`src/rtl/bitwise_logic_serial.sv`:
```
// bitwise_logic_serial
// Multi-cycle bitwise logic unit (AND / OR / XOR / ANDN). The operands are
// consumed CHUNK bits per clock through one CHUNK-wide logic slice. The
// result and a zero flag are returned through a valid/ready handshake.
module bitwise_logic_serial #(
    parameter int WIDTH = 32,
    parameter int CHUNK = 8
) (
    input  logic             clock,
    input  logic             reset_n,
    input  logic             in_valid,
    output logic             in_ready,
    input  logic [WIDTH-1:0] num1,
    input  logic [WIDTH-1:0] num2,
    input  logic [1:0]       op,
    output logic             out_valid,
    input  logic             out_ready,
    output logic [WIDTH-1:0] out,
    output logic             zero
);

    localparam int N  = WIDTH / CHUNK;
    localparam int CW = (N > 1) ? $clog2(N) : 1;

    typedef enum logic [1:0] {
        IDLE = 2'd0,
        RUN  = 2'd1,
        DONE = 2'd2
    } state_t;

    state_t           state_r;
    logic [CW-1:0]    cnt_r;
    logic [WIDTH-1:0] a_r;
    logic [WIDTH-1:0] b_r;
    logic [1:0]       op_r;
    logic [WIDTH-1:0] acc_r;
    logic [WIDTH-1:0] out_r;
    logic             zero_r;
    logic             out_valid_r;

    logic [CHUNK-1:0] slice_s;
    logic [WIDTH-1:0] acc_next_s;

    // One CHUNK-wide slice of the selected bitwise operation.
    function automatic logic [CHUNK-1:0] logic_slice(
        input logic [1:0]       sel,
        input logic [CHUNK-1:0] x,
        input logic [CHUNK-1:0] y
    );
        logic [CHUNK-1:0] r;
        case (sel)
            2'b00:   r = x & y;
            2'b01:   r = x | y;
            2'b10:   r = x ^ y;
            2'b11:   r = x & ~y;
            default: r = {CHUNK{1'b0}};
        endcase
        return r;
    endfunction

    // Slice datapath: evaluate the low chunk and merge it into the MSB end of the result.
    always_comb begin
        slice_s    = logic_slice(op_r, a_r[CHUNK-1:0], b_r[CHUNK-1:0]);
        acc_next_s = (WIDTH'(slice_s) << (WIDTH - CHUNK)) | (acc_r >> CHUNK);
    end

    // Control FSM with operand/result shift registers and registered outputs.
    always_ff @(posedge clock) begin
        if (!reset_n) begin
            state_r     <= IDLE;
            cnt_r       <= {CW{1'b0}};
            a_r         <= {WIDTH{1'b0}};
            b_r         <= {WIDTH{1'b0}};
            op_r        <= 2'b00;
            acc_r       <= {WIDTH{1'b0}};
            out_r       <= {WIDTH{1'b0}};
            zero_r      <= 1'b0;
            out_valid_r <= 1'b0;
        end else begin
            case (state_r)
                IDLE: begin
                    if (in_valid) begin
                        a_r     <= num1;
                        b_r     <= num2;
                        op_r    <= op;
                        acc_r   <= {WIDTH{1'b0}};
                        cnt_r   <= {CW{1'b0}};
                        state_r <= RUN;
                    end
                end
                RUN: begin
                    a_r   <= a_r >> CHUNK;
                    b_r   <= b_r >> CHUNK;
                    acc_r <= acc_next_s;
                    if (cnt_r == CW'(N - 1)) begin
                        // Counter holds at N-1; it is cleared on the next accept.
                        out_r       <= acc_next_s;
                        zero_r      <= (acc_next_s == {WIDTH{1'b0}});
                        out_valid_r <= 1'b1;
                        state_r     <= DONE;
                    end else begin
                        cnt_r <= cnt_r + CW'(1);
                    end
                end
                DONE: begin
                    if (out_ready) begin
                        out_valid_r <= 1'b0;
                        state_r     <= IDLE;
                    end
                end
                default: begin
                    out_valid_r <= 1'b0;
                    state_r     <= IDLE;
                end
            endcase
        end
    end

    // Accept only in IDLE and never while reset is asserted.
    assign in_ready  = reset_n & (state_r == IDLE);
    assign out_valid = out_valid_r;
    assign out       = out_r;
    assign zero      = zero_r;

endmodule

```
`config.mk`:
```
export PLATFORM = sky130hd
export DESIGN_NAME = bitwise_logic_serial
export DESIGN_NICKNAME = d
export VERILOG_FILES = /design/src/rtl/bitwise_logic_serial.sv
export SDC_FILE = /design/constraint.sdc
export NUM_CORES = 1
export LEC_CHECK = 0
export CAP_MARGIN = 25
export CORE_ASPECT_RATIO = 0.9
export CORE_MARGIN = 2
export CORE_UTILIZATION = 60
export CTS_CLUSTER_SIZE = 28
export DETAILED_ROUTE_END_ITERATION = 10
export DONT_BUFFER_PORTS = 1
export GPL_TIMING_DRIVEN = 0
export PLACE_DENSITY_LB_ADDON = 0.12
export SKIP_LAST_GASP = 1
export SLEW_MARGIN = 20
export SYNTH_ARGS = -nofsm -noshare
export SYNTH_HDL_FRONTEND = slang
export SYNTH_SLANG_ARGS = --single-unit
```
`constraint.sdc`:
```
create_clock -name clock -period 4.2 [get_ports clock]
set_clock_uncertainty 0.05 [all_clocks]
set_input_delay 0.84 -clock clock [delete_from_list [all_inputs] [get_ports clock]]
set_output_delay 0.84 -clock clock [all_outputs]
set_load 0.005 [all_outputs]
```
==> run_results.csv <==
group,metric,value,unit
clocking,cts.clk_slew.worst_paths,70,ps
critical_path,crit_path_end_kind,"output port",
sta,setup_ws,1990,ps
sta,finalSetupViolCount,0,
floorplanning,core.rowCount,33,
logic_synthesis,yosys.area.top_type,"dfxtp_1",
cells_and_area,final_util,0.708,
sta,rsz0062_at_grt,"no",
logic_synthesis,synth_area_leaders,"dfxtp_1, nand2_1, o211a_1",
logic_synthesis,synthesis.nets,773,
placement,port_buffers,0,
clocking,cts_num_sinks,128,
sta,report.final.hold_viol_count,0,
global_route,grt-ovfl-total,0,
logic_synthesis,synth_area,0.00575,mm^2
placement,preCtsSetupSlack,1890,ps
logic_synthesis,ys_warn_count,0,
logic_synthesis,synth-async-reset-ratio,0,
sta,fmax,452,MHz
logic_synthesis,synth_seq_cells,128,
cells_and_area,drive_gt1_frac,0.0968,
global_route,grt_pass1_vias,4891,
routing,drt-vias-per-instance,5.86,
floorplanning,fp.dieH,96.9,um
global_route,antenna_found_initial,0,
routing,final_antenna_net_count,0,
global_route,track_usage,0.298,
clocking,clk_latency,530,ps
routing,drt-total-wl,15000,um
status,outcome,"completed",
floorplanning,fp.coreArea,0.00921,mm^2
power,ir_worst_vdd,0.313,mV
power,p_leak,2.91,nW
routing,dr.pass1.iters,6,
logic_synthesis,synth_most_common_cell,"nand2_1",
clocking,cts.path.max_buffers,2,
sta,relSlewSlack,0.580,
routing,vias,4954,
logic_synthesis,synth_cells,691,
logic_synthesis,syn_area_per_cell,8.32,um^2
clocking,cts-root-buf,"clkbuf_8",
critical_path,critPathKind,"primary input to output port",
worst_hold_path,hp-class,"register to register",
routing,dr.first_iter.drc_count,367,
critical_path,path_max_fanout,10,
sta,period_needed,2210,ps
sta,finalCritPeriodShare,0.527,
clocking,post_cts.repair.setup_buffers,0,
logic_synthesis,synth_cell_type_count,36,
global_route,grt_pass1_wl,24400,um
floorplanning,die_area,0.0104,mm^2
clocking,post_cts_resized,0,
routing,drc_errors,0,
placement,finalWeightedCongestion,0.876,
cells_and_area,nets,792,
cells_and_area,diodes,0,
logic_synthesis,synth_edf_count,0,
sta,final.setup.tns,0,ps
sta,worst_slew_pin_slew,629,ps
logic_synthesis,yosysSeqAreaShare,0.446,
logic_synthesis,synth_ff_type,"dfxtp_1",
critical_path,critPathLaunchType,"primary input",
sta,slew_viol_final,0,
critical_path,required,3310,ps
clocking,cts_tree,"yes",
floorplanning,die_w,107,um
clocking,cts_buffers,17,
critical_path,critPathArrivalTime,1320,ps
clocking,htree_levels,4,
cells_and_area,seq_area,0.00256,mm^2
logic_synthesis,synth_top_cell_area_share,0.446,
logic_synthesis,synthTopCellsByCount,"nand2_1, dfxtp_1, nand3_1",
flow_run,cap_violations,0,
placement,post-dp-hpwl,10900,um
cells_and_area,multi_input_area,0.00280,mm^2
floorplanning,io_pins,105,
cells_and_area,n_fill_cell,759,
routing,drt-wirelength-per-cell,17.8,um
floorplanning,initial_utilization,0.624,
cells_and_area,area.growth.synth_to_final,13.3,%
global_route,grt_max_degree,17,
clocking,ctsHoldBuffers,0,
power,power.density,491,mW/mm^2
==> where the power goes <==
group | switching (mW) | internal [mW] | leakage [nW] | total, mW
Sequential | 0.0397 | 1.27 | 1.05 | 1.31
Clock | 0.604 | 0.925 | 0.292 | 1.53
Combinational | 0.216 | 0.142 | 1.57 | 0.358
Total | 0.859 | 2.34 | 2.91 | 3.20
==> state kept, by name, indices dropped and copies added, names as in the netlist <==
register and flops:
out 32, out_valid 1, op_r 2, state_r 2
b_r 32, a_r 32, cnt_r 2, zero 1
acc_r 24
==> routing by layer <==
metal	wire, um	GRT usage
met5	0	0
met2	6970	0.475
met1	6720	0.404
met4	230	0.0779
met3	1080	0.0721
==> final cells by class <==
class,count,share of cell area
multi-input cells,481,0.429
flip-flops and latches,128,0.393
clock buffers,17,0.0636
plain buffers,56,0.0451
clock inverters,15,0.0305
well taps,122,0.0234
inverters,26,0.0150
==> path summary, 6_finish.rpt <==
kind              cells after the start  slack (ps)  endpoint     from
setup / recovery                      3        1990  in_ready  reset_n
setup reg to reg                      7        2010      zero  op_r[0]
hold reg to reg                       2         420    out[8]   out[8]
hold / removal                        2         420    out[8]   out[8]
==> logic make-up after synthesis <==
group,synth area share
fa+ha+maj,0.0261
simple gates,0.270
flops,0.446
mux,0.00348
buf+inv,0.0681
compound gates,0.175
xor+xnor,0.0122
==> placed cells by master, fill, tap and decap left out, types with 2 or more instances in the layout <==
cell,synthesis,routed
clkbuf_1,21,21
a21oi_1,10,10
nand3_1,49,49
clkbuf_16,0,16
ha_1,12,12
nand4_1,5,5
xor2_1,8,8
buf_6,4,4
a221oi_1,8,8
inv_6,0,4
inv_8,0,3
nand2_1,176,176
nor3_1,2,2
clkinvlp_4,0,3
bufinv_16,0,3
clkinv_4,0,2
dfxtp_1,128,128
o21ai_0,2,2
a21boi_1,28,28
and2_1,2,2
nand2b_1,4,4
mux2i_1,2,2
or4_1,2,2
buf_2,25,25
nor2b_1,45,45
nor2_1,18,18
and3_1,16,16
buf_4,6,6
inv_1,26,26
nor3b_1,5,5
o211a_1,32,32
nor4_1,4,4
a22oi_1,42,42
==> worst max-delay path: stages <==
cell and delay, ps:
buf_2 200, nand2b_1 100, nor2_1 180
==> per-stage QoR <==
step           total power, mW  hold slack [ps]  std cells  instance area [um^2]
6_report                  3.20              423        845                  6520
2_1_floorplan             1.59              394        691                  5750
5_1_grt                   3.31              444        845                  6520
3_5_place_dp              1.69              414        813                  5900
3_3_place_gp              1.68              410        813                  5900
4_1_cts                   3.19              429        845                  6520
(Power assumes the default switching activity.)
==> patch 1 (same settings) <==
Reset style: asynchronous (`reset_n`), changed in one clocked block.
--- a/src/rtl/bitwise_logic_serial.sv
+++ b/src/rtl/bitwise_logic_serial.sv
@@ -67,3 +67,3 @@
     // Control FSM with operand/result shift registers and registered outputs.
-    always_ff @(posedge clock) begin
+    always_ff @(posedge clock or negedge reset_n) begin
         if (!reset_n) begin
Function: differs if reset_n is asserted again (counterexample within 10 cycles, from zero or initial values and one cycle with reset_n low); with reset_n held inactive, the same outputs for 10 cycles.
==> patch 1 against the unedited design <==
  * Hold slack worse by 0.19 ns
  * Sequential cell count stayed put
  * Setup slack better by 0.079 ns
  * Wire length is 13% lower
  * Final area is 0.38% lower
  * Area after synthesis is 0.46% lower
  * Via count is 22% lower
  * Critical path type is now reg2out
Power is not compared: it rests on default switching activity, and its combinational part moved more than twofold at a synthesized area within 25%.
==> patch 1: results (changes against the unedited design) <==
- Status: completed
- RD Place Congestion: 0.846 (-3.4%)
- Final net count: 597 (-25%)
- Number of CTS-inserted buffers: 17 (unchanged)
- Clock group: 1440 uW
- Met2 routed WL: 5990 um (-14%)
- Port Buffers: 0 (unchanged)
- Fill count: 653 (-14%)
- Top delay family on crit path: flip-flops
- Vias in the first global route: 4105 (-16%)
- First-pass GRT wire length: 21400 um (-12%)
- Synth cell types: 35 (-2.8%)
- Gr usage total: 27.0% (-2.8 points)
- Number of synthesis warnings: 0 (unchanged)
- Comb pwr: 2110 uW
- First DRT Iteration DRCs: 180 (-51%)
- # diodes: 0 (unchanged)
- Crit Path Max Fanout: 8 (-2)
- P_leak: 0.00314 uW
- Largest net degree at the start of global routing: 129 (+112)
- Hold buffer count at CTS: 1 (+1)
- Met3 wire len: 1070 um (-0.83%)
- CP max stage delay: 0.46 ns (+0.26 ns)
- Fraction of layout cells with a size suffix above 1: 10.8% (+1.1 points)
- GRT met3 Usage: 9.91% (+2.7 points)
- HPWL after detailed placement: 9000 um (-17%)
- Post-CTS Resized: 0 (unchanged)
- Metal-1 WL: 5820 um (-13%)
- Total Wirelength: 13000 um (-13%)
- Ranking of synthesized cells by area: dfrtp_1, mux2i_1, a22o_1, o21ai_0, mux2_1
- Drt first pass iters: 6 (unchanged)
- Max layer used: met4
- Initial antenna violation count: 0 (unchanged)
- Most common library cells after synthesis: dfrtp_1, nand2_1, o21ai_0, mux2i_1, a22o_1
- Met1 track demand over resource: 38.1% (-2.3 points)
- Crit path max-delay cell type: dfrtp_1
- Critical Path AT: 1.25 ns (-0.07 ns)
- Clk slew on worst S/H paths: 0.06 ns
- Sequential-to-total area share from yosys stat: 56.0% (+11 points)
- Remaining global-route overflow: 0 (unchanged)
- Worst Setup SP: state_r[0]
- Vias per Instance: 5.98 (+1.9%)
- Tightest Hold Check Type: in2async
- Met2 Track Usage GR: 41.0% (-6.6 points)
- R2R Path Start: op_r[0]
- CTS max path bufs: 2 (unchanged)
- Max VDD drop: 0.442 mV
- # Post-CTS Setup Buffers: 0 (unchanged)
- Worst-Skew Late Latency: 0.52 ns
- Asr flop ratio synth: 100% (+100 points)
- Net count after synthesis: 577 (-25%)
- Worst slew pin tran: 0.605 ns (-0.0245 ns)
==> patch 1: cell count changes in the layout (fill, tap and decap cells not counted), sizes merged, moves of 38 or more <==
| cell | unedited run | this run |
|---|---|---|
| dfrtp | 0 | 128 |
| a22oi | 42 | 2 |
| o21ai | 3 | 59 |
| nand3 | 49 | 1 |
| nand2 | 177 | 64 |
| mux2i | 2 | 49 |
| dfxtp | 128 | 0 |
| a22o | 0 | 38 |
| nor2b | 45 | 0 |
==> patch 1: worst paths after layout <==
kind	endpoint	slack [ns]	cells after the start
setup / recovery	in_ready	2.06	1
hold / removal	a_r[28]	0.23	1
setup reg to reg	out[25]	2.17	7
hold reg to reg	a_r[18]	0.43	2
max in group asynchronous	acc_r[11]	3.41	1
min in group clock	op_r[1]	0.40	2
==> patch 1: cells by family (layout without fill, tap and decap cells) <==
group	count (synthesis)	count (layout)	share of synthesized area, %
AOI/OAI and AO/OA	127	127	14.5
muxes	79	79	14.5
DFF	128	128	56.0
adders and majority gates	12	12	2.62
xor gates and xnor gates	8	8	1.22
and+or+nand+nor	86	86	6.62
buffers and inverters	55	88	4.61
==> patch 1: layout make-up <==
class | count | share of cell area, %
repair buffers | 1 | 0.424
clock buffers | 20 | 7.02
clock inverters | 12 | 2.02
inverters | 23 | 1.33
flip-flops and latches | 128 | 49.4
plain buffers | 32 | 2.74
multi-input cells | 312 | 34.8
well taps | 122 | 2.35
==> patch 1: stage by stage <==
stage,area (um^2),util [%],worst slack [ns],total power [uW],cells
5_1_grt,6490,70.5,1.98,6140,650
6_report,6490,70.5,2.06,5750,650
2_1_floorplan,5720,-,2.27,3690,495
3_3_place_gp,5880,63.8,2.18,4180,617
3_5_place_dp,5880,63.8,2.13,4270,617
4_1_cts,6490,70.5,2.04,5760,650
==> patch 2 (config.mk and constraints unchanged) <==
Without the edit above. Change the parameter `WIDTH` from 32 to 64.
--- a/src/rtl/bitwise_logic_serial.sv
+++ b/src/rtl/bitwise_logic_serial.sv
@@ -5,3 +5,3 @@
 module bitwise_logic_serial #(
-    parameter int WIDTH = 32,
+    parameter int WIDTH = 64,
     parameter int CHUNK = 8
Ports: changed (resized num1, num2 and out); port bits go from 105 to 201. The function was not compared with the original's and may differ.
==> patch 2 against the unedited design <==
  * Sequential power increased by 100%
  * Via count up 88%
  * Die area is 87% higher
  * Setup slack worse by 0.33 ns
  * Final area rose by 85%
  * Wire length up 89%
  * Area after synthesis up 91%
  * Critical path type is now reg2reg
  * Sequential cell count grew 129
  * Highest routed layer unchanged
  * Critical endpoint is now out[62]
  * Power increased by 66%
==> patch 2: results (changes against the unedited design) <==
- Status: completed
- Seq. cell area: 0.00514 mm^2 (+100%)
- Clock buf/inv share: 6.27% (-3.1 points)
- Hold Startpoint: reset_n
- Worst setup EP type: register
- Met2 routed WL: 12200 um (+76%)
- HPWL after detailed placement: 20700 um (+90%)
- CP Launch Type: register
- Root buf cell: clkbuf_16
- Vias in the first global route: 8814 (+80%)
- Pre-CTS WS: 1.64 ns (-0.249 ns)
- Critical Path AT: 2.93 ns (+1.61 ns)
- Sequential-to-total area share from yosys stat: 46.9% (+2.3 points)
- H-tree depth: 1 (-3)
- Net count after synthesis: 1456 (+88%)
- Max VDD drop: 0.357 mV (+14%)
- Total Wirelength: 28400 um (+89%)
- Number of CTS-inserted buffers: 25 (+8)
- Met3 wire len: 2340 um (+120%)
- Cells after Synth: 1309 (+89%)
- Met2 Track Usage GR: 43.2% (-4.3 points)
- Fraction of layout cells with a size suffix above 1: 4.96% (-4.7 points)
- Buffer share of cell area: 3.84% (-0.67 points)
- P_leak: 0.00535 uW (+84%)
- Crit path max-delay cell type: nor2_1
- Most common library cells after synthesis: nand2_1, dfxtp_1, nand3_1, o211a_1, clkbuf_1
- Gr usage total: 28.5% (-1.3 points)
- Placed cell area: 0.0113 mm^2 (+91%)
- Tightest Hold Check Type: in2reg
- CP max stage delay: 0.71 ns (+0.51 ns)
- Clock buffer count: 39 (+22)
- CTS max path bufs: 3 (+1)
- RD Place Congestion: 0.879 (+0.35%)
- GRT met3 Usage: 5.33% (-1.9 points)
- Drt first pass iters: 5 (-1)
- Vias: 9305 (+88%)
- Fill count: 1502 (+98%)
- Largest net degree at the start of global routing: 14 (-3)
- First-pass GRT wire length: 45100 um (+85%)
- Ranking of synthesized cells by area: dfxtp_1, nand2_1, o211a_1, a22oi_1, nand3_1
- Post-Syn Area: 0.0110 mm^2 (+91%)
-- patch 2: changes by cell type in the layout (fill, tap and decap cells not counted), moves of 7 or more --
| cell | delta |
|---|---|
| dfxtp_1 | +129 |
| a21boi_1 | -28 |
| nor4_1 | +7 |
| nand2_1 | +183 |
| nor2_1 | +7 |
| nor2b_1 | +33 |
| clkbuf_16 | +9 |
| a21boi_0 | +57 |
| a22oi_1 | +38 |
| o211a_1 | +64 |
| clkbuf_1 | +70 |
| nand3_1 | +66 |
-- patch 2: cells by family (layout without fill, tap and decap cells) --
family                     Yosys count  after routing  synth area share [%]
and+or+nand+nor                    629            629                  26.2
AOI/OAI and AO/OA                  262            262                  19.7
DFF                                257            257                  46.9
buffers and inverters              140            182                  5.13
adders and majority gates           13             13                  1.48
xor gates and xnor gates             8              8                 0.639
-- patch 2: where the power goes --
part           switching [uW]  internal (uW)
sequential               71.0           2560
clock                     907           1200
combinational             364            225
